$ cat config.mk
export PLATFORM = sky130hd
export DESIGN_NAME = timer_counter
export DESIGN_NICKNAME = d
export VERILOG_FILES = /design/src/rtl/timer_counter_pkg.sv /design/src/rtl/timer_counter.sv
export SDC_FILE = /design/constraint.sdc
export NUM_CORES = 1
export LEC_CHECK = 0
export CAP_MARGIN = 5
export CORE_MARGIN = 5
export CORE_UTILIZATION = 45
export DETAILED_ROUTE_END_ITERATION = 16
export HOLD_SLACK_MARGIN = 0.15
export PLACE_DENSITY = 0.74
export SYNTH_ARGS = -nofsm -noshare
export SYNTH_HDL_FRONTEND = slang
export SYNTH_SLANG_ARGS = --single-unit
$ cat constraint.sdc
create_clock -name clk -period 3.4 [get_ports clk]
set_input_delay 0.34 -clock clk [delete_from_list [all_inputs] [get_ports clk]]
set_output_delay 0.34 -clock clk [all_outputs]
set_load 0.02 [all_outputs]
$ cat src/rtl/timer_counter_pkg.sv
// Shared definitions for the timer/counter peripheral: bus window, register
// offsets, CTRL bit positions and FSM state encoding.
package timer_counter_pkg;

  localparam logic [15:0] TC_BASE_ADDR = 16'h7f00;

  localparam logic [1:0] REG_CTRL   = 2'd0;
  localparam logic [1:0] REG_PRESET = 2'd1;
  localparam logic [1:0] REG_COUNT  = 2'd2;

  localparam int CTRL_EN      = 0;
  localparam int CTRL_MODE_LO = 1;
  localparam int CTRL_MODE_HI = 2;
  localparam int CTRL_IM      = 3;

  localparam logic [1:0] MODE_RELOAD = 2'd1;

  typedef enum logic [1:0] {
    ST_IDLE = 2'd0,
    ST_LOAD = 2'd1,
    ST_CNT  = 2'd2,
    ST_INT  = 2'd3
  } tc_state_e;

  // Only encoding 1 reloads; 0, 2 and 3 all behave as one-shot.
  function automatic logic is_reload(input logic [3:0] ctrl);
    return ctrl[CTRL_MODE_HI:CTRL_MODE_LO] == MODE_RELOAD;
  endfunction

endpackage

$ cat src/rtl/timer_counter.sv
// Memory-mapped down-counting timer with one-shot and auto-reload modes;
// raises irq when the count expires and the interrupt is unmasked.
module timer_counter
  import timer_counter_pkg::*;
#(
  parameter int COUNT_W = 32
) (
  input  logic        clk,
  input  logic        reset,
  input  logic [29:0] addr,
  input  logic        we,
  input  logic [31:0] din,
  output logic [31:0] dout,
  output logic        irq
);

  logic [3:0]         ctrl;
  logic [COUNT_W-1:0] preset;
  logic [COUNT_W-1:0] count;
  logic               irq_flag;
  tc_state_e          state;

  logic ctrl_wr;
  logic preset_wr;
  logic unused_addr;

  assign ctrl_wr     = we && (addr[1:0] == REG_CTRL);
  assign preset_wr   = we && (addr[1:0] == REG_PRESET);
  assign unused_addr = ^addr[29:2];

  assign irq = irq_flag & ctrl[CTRL_IM];

  // Register file, interrupt flag and count-down sequencer.
  always_ff @(posedge clk) begin
    if (reset) begin
      ctrl     <= 4'd0;
      preset   <= '0;
      count    <= '0;
      irq_flag <= 1'b0;
      state    <= ST_IDLE;
    end else begin
      if (preset_wr) begin
        preset <= din[COUNT_W-1:0];
      end

      // A CPU write to CTRL overrides the one-shot self-disable.
      if (ctrl_wr) begin
        ctrl <= din[3:0];
      end else if ((state == ST_INT) && !is_reload(ctrl)) begin
        ctrl[CTRL_EN] <= 1'b0;
      end

      if (state == ST_INT) begin
        irq_flag <= 1'b1;
      end else if (ctrl_wr) begin
        irq_flag <= 1'b0;
      end else if ((state == ST_IDLE) && ctrl[CTRL_EN] && is_reload(ctrl)) begin
        irq_flag <= 1'b0;
      end

      case (state)
        ST_IDLE: begin
          if (ctrl[CTRL_EN]) begin
            state <= ST_LOAD;
          end
        end
        ST_LOAD: begin
          count <= preset;
          state <= ST_CNT;
        end
        ST_CNT: begin
          if (!ctrl[CTRL_EN]) begin
            state <= ST_IDLE;
          end else if (count > COUNT_W'(1)) begin
            count <= count - COUNT_W'(1);
          end else begin
            count <= '0;
            state <= ST_INT;
          end
        end
        ST_INT: begin
          state <= ST_IDLE;
        end
        default: begin
          state <= ST_IDLE;
        end
      endcase
    end
  end

  // Read mux; unmapped offset and CTRL upper bits read as zero.
  always_comb begin
    dout = 32'd0;
    case (addr[1:0])
      REG_CTRL:   dout = {28'd0, ctrl};
      REG_PRESET: dout = 32'(preset);
      REG_COUNT:  dout = 32'(count);
      default:    dout = 32'd0;
    endcase
  end

endmodule

### Yosys cells after proc, flatten, opt, wreduce, memory -nomap -nowiden

Index checks and enable logic that the tools add are counted.
W data, S select, Z words.

* register bits: 71
* bits in latches: 0
* output and inout port bits: 33
* memories kept: 0
* ROM bits: 0
* bits of input ports: 65
* RAM bits: 0
* logic and storage cells: 44

* reduce and logical (&&, ||, !) cells: 13
* add/sub/neg operators: 1
* multiply operators: 0
* bitwise gates (word level): 1
* muxes and demuxes: 13
* magnitude comparators: 1
* equal/unequal tests: 9
* shift operators: 0
* div/mod/pow operators: 0

Operator list (count)
* $pmux W32 S3: 1
* $mux W32: 2
* $pmux W32 S2: 1
* $gt A32 B1 Y1 const B: 1
* $sub A32 B1 Y32 const B: 1
* $pmux W2 S4: 1
* $eq A2 B1 Y1 const B: 3
* $eq A2 B2 Y1 const B: 3
* $mux W2: 3
* $logic_and A1 B1 Y1: 5
* $mux W1: 5
* $logic_not A2 Y1: 2
* $ne A2 B2 Y1 const B: 2
* $reduce_and A2 Y1: 2
* $reduce_bool A2 Y1: 2
* $ne A3 B3 Y1 const B: 1
* $reduce_bool A3 Y1: 1
* $and A1 B1 Y1: 1
* $logic_not A1 Y1: 1

### Depth between registers and ports, before layout

* depth in word-level cells: 6
* depth in mapped cells: 9
* mapped depth without buffers: 7

### Worst setup path before layout

OpenSTA, ideal clock, no wires.

* kind: register -> register
* start: register count[16]
* end: register count[7]
* library setup time: 117 ps
* buffers on the path: 1
* slack: 1013 ps
* arrival: 2269 ps
* period minus slack after synthesis: 2387 ps
* required time: 3283 ps
* stages on the path, launching flop included: 7
* path through: dfxtp_1 or4_4 or4_4 buf_6 o31ai_4 a21oi_2 a32o_1

* cells in the longest elaborated chain, start to end: 4

Ends and longest elaborated chain
* from (decl): RTL line timer_counter.sv:19 `logic [COUNT_W-1:0] count;`
* from (signal assigned): RTL line timer_counter.sv:68 `count <= preset;`
* from (signal assigned): RTL line timer_counter.sv:75 `count <= count - COUNT_W'(1);`
* $gt A32 B1 Y1: RTL line timer_counter.sv:74 `end else if (count > COUNT_W'(1)) begin`
* $mux W32: RTL line timer_counter.sv:74
* $mux W32: RTL line timer_counter.sv:72 `if (!ctrl[CTRL_EN]) begin`
* $pmux W32 S2: RTL line timer_counter.sv:61 `case (state)`

No other way between the ends. The select of a mux whose other input is x is not followed.
A chain may end at the register's enable or synchronous reset.

### Final worst setup path

Ends and elaborated chain as after synthesis.

==> summary.md <==
| Metric | Value |
|---|---|
| Status | `completed` |
| Pre-CTS setup slack | `666 ps` |
| Clk root buf | `clkbuf_8` |
| Worst Setup SP | `count[16]$_SDFFE_PP0P_` |
| Clock transition at path regs | `80 ps` |
| Pwr dens | `382 mW/mm^2` |
| Library cells used by synthesis | `62` |
| Layout cells sized above 1 | `7.89%` |
| Pin count of the biggest net entering global routing | `64` |
| CTS tree | `done` |
| Worst setup path endpoint | `count[7]$_SDFFE_PP0P_` |
| Final worst path period share | `82.9%` |
| Most frequent CP cell | `or4_4` |
| Worst-Skew Late Latency | `360 ps` |
| Post-synthesis sequential area ratio | `35.1%` |
| Die height | `105 um` |
| Final critical-path required period | `2820 ps` |
| Initial DRT Pass Iterations | `5` |
| Synthesized area | `0.00405 mm^2` |
| YS warnings | `0` |
| Routed wl met2 | `6.27 mm` |
| Max rail drop VDD | `0.222 mV` |
| Design area | `0.00505 mm^2` |
| R2R cell count | `5` |
| First-pass GRT wire length | `21.9 mm` |
| CP max FO | `9` |
| Tightest Pin Transition | `931 ps` |
| Reg-to-Reg End | `count[7]$_SDFFE_PP0P_` |
| Cell Area, Placed | `0.00482 mm^2` |
| PostCTS Resize Cnt | `0` |
| Initial core utilization | `46.4%` |
| Fin worst setup slack | `581 ps` |
| ANT cells | `0` |
| RSZ-0062 raised after global routing | `false` |
| Reg2reg setup slack | `580 ps` |
| Clk sink count | `71` |
| Number of buffers created by CTS | `9` |
| Crit path max-delay cell type | `or4_4` |
| DRT antenna net count | `0` |
| Finished Layout Cells | `691` |
| Placed cells | `675` |
| Max Freq | `355 MHz` |
| M1 WL | `5.71 mm` |
| Rows | `34` |
| Worst hold path type | `reg -> reg` |
| Critical path type | `reg -> reg` |
| Setup Buffers After CTS | `0` |
| Hold wc startpoint | `preset[30]$_SDFFE_PP0P_` |
| Post-route setup TNS | `0 ps` |
| Mean Syn Cell Area | `7.66 um^2` |
| Die X | `105 um` |
| Total die area | `0.0110 mm^2` |
| GP Congestion | `0.981` |
| Clock buffer depth | `2` |
| Buffers on Ports | `69` |
| Arr. time, crit path | `3070 ps` |
| Syn Inst Count | `528` |
| Top Layer Used | `met4` |
| Flops & latches, synth | `71` |
| Post-synth EDFFs | `0` |
| Core area | `0.00872 mm^2` |
| Vias per std cell | `6.37` |
| Area contributors post-synth | `dfxtp_1, nand2_1, a21oi_1, a22o_1, clkbuf_1` |
| Post-DP HPWL | `8.95 mm` |
| WP data required | `3650 ps` |
| Met3 wire len | `918 um` |
| Nets | `645` |
| Crit-path leading delay family | `simple AND/OR/NAND/NOR gates` |
| Stages on the worst setup path | `5` |
| I/O Pins | `98` |
| CP startpoint kind | `flop` |
| Crit. End Element | `flop` |
| Ordered list of cells on the worst path | `or4_4, or4_4, o31ai_4, a21oi_2, a32o_1` |
| Crit Reg-Reg Startpoint | `count[16]$_SDFFE_PP0P_` |
| H-tree levels | `3` |
| Area Overhead vs Synth | `24.9%` |
| Initial antenna violation count | `0` |
| Post-synthesis net count | `595` |
| Pleak | `1.87 nW` |
| Routed WL | `13.2 mm` |
| Post-synth top flop | `dfxtp_1` |
| Vias in the first global route | `4,407` |
| Grt ovf | `0` |
| Async set-or-reset flop fraction in the synthesized netlist | `0%` |
| Maxcap violations | `0` |
| Hold-fix buffers, CTS | `0` |
| Starting DRT DRC Count | `274` |
| Cell taking the most area after synthesis | `dfxtp_1` |
| CP peak stage delay | `630 ps` |
| Skew final | `8.77 ps` |
| Final setup violation count | `0` |
| Fin. max-slew vios | `0` |
| Yosys top cell area share | `35.1%` |
| DRC violations left | `0` |
| Gr usage total | `23.8%` |
| # fillers | `805` |
| Vias | `4,400` |
| Relative slew slack | `37.6%` |
| WP buf/inv | `0` |
| Hold Fails Final Rpt | `0` |
| Mean routed wirelength per cell | `19.1 um` |
==> worst min path at each step <==
| stage | slack, ps | end | cells past startpoint |
|---|---|---|---|
| 6_report | 470 | preset[30]$_SDFFE_PP0P_ | 2 |
| 3_5_place_dp | 460 | preset[24]$_SDFFE_PP0P_ | 2 |
| 5_1_grt | 490 | preset[22]$_SDFFE_PP0P_ | 2 |
| 2_1_floorplan | 440 | ctrl[2]$_SDFFE_PP0P_ | 2 |
| 3_3_place_gp | 460 | preset[30]$_SDFFE_PP0P_ | 2 |
| 4_1_cts | 470 | preset[24]$_SDFFE_PP0P_ | 2 |
==> where the power goes <==
| part | internal (mW) | total, mW | switching [mW] | leakage [nW] |
|---|---|---|---|---|
| combinational | 0.109 | 0.260 | 0.151 | 1.19 |
| clock | 0.452 | 0.798 | 0.346 | 0.112 |
| sequential | 0.850 | 0.871 | 0.0211 | 0.575 |
| total | 1.41 | 1.93 | 0.518 | 1.87 |
==> registers in the layout, summed over array words and instances (netlist names) <==
| name | flops |
|---|---|
| preset | 32 |
| irq_flag | 1 |
| state | 2 |
| count | 32 |
| ctrl | 4 |
==> worst reg2reg max path, delay by kind of cell, from the launching register on <==
kind	cells	cell delay (ps)
AO/OA/AOI/OAI	3	1110
flip-flops	1	390
AND/OR/NAND/NOR	2	1220
==> metrics by stage <==
step	util, %	power (mW)	hold slack, ps
after floorplan	-	1.04	444
after CTS	57.9	1.93	473
after global routing	57.9	1.99	492
after global placement	55.3	1.14	458
after detailed placement	55.3	1.15	462
final	57.9	1.93	471
==> per-layer routing <==
layer,vias up,global-route usage [%]
met1,2093,30.7
met3,32,4.32
met4,0,9.32
met2,190,39.5
li1,2085,-
met5,-,0
==> cells in the final DEF (no fill, tap or decap), types with 4 or more instances in the layout <==
cell              n
and2_1            6
a32oi_1           4
and3_1            5
o22ai_1           9
o221ai_1          9
nand4_1           4
nand3_1          11
nor4_1           13
clkbuf_8         11
a21oi_1          60
nor2_1           26
nand2_1          96
a31oi_1           8
o31a_1            4
buf_4            14
nor3_1            9
o31ai_1           6
or3_1             4
mux2i_1           5
dfxtp_1          71
a21o_1            7
nand2b_1          6
a22o_1           28
inv_1             9
o21ai_0          18
or4_1             4
clkdlybuf4s50_1  68
o41ai_1           4
==> synthesized netlist by cell type (4+ instances only) <==
master / number
nand2_1: 96
dfxtp_1: 71
a21oi_1: 60
clkbuf_1: 41
a22o_1: 28
nor2_1: 26
o21ai_0: 18
nor4_1: 13
nand3_1: 11
inv_1: 9
nor3_1: 9
o221ai_1: 9
o22ai_1: 9
a31oi_1: 8
a21o_1: 7
and2_1: 6
nand2b_1: 6
o31ai_1: 6
and3_1: 5
mux2i_1: 5
a32oi_1: 4
nand4_1: 4
o31a_1: 4
o41ai_1: 4
or3_1: 4
or4_1: 4
==> cell type report <==
cell class              count  area (um^2)  share of cell area, %
multi-input cells         402         2410                   47.8
flip-flops and latches     71         1420                   28.1
repair buffers             84          811                   16.1
clock buffers              11          151                   3.00
well taps                 108          135                   2.68
clock inverters             5         80.1                   1.59
inverters                  10         37.5                  0.743
==> cell families (layout without fill, tap and decap cells) <==
group           after synthesis  after routing  share of synthesized area [%]
simple gates                199            199                           23.5
compound gates              193            193                           33.5
flops                        71             71                           35.1
buf+inv                      55            110                           5.29
mux                           6              6                           1.52
fa+ha+maj                     2              2                          0.619
xor+xnor                      2              2                          0.433
Power figures use the tool's default switching activity.
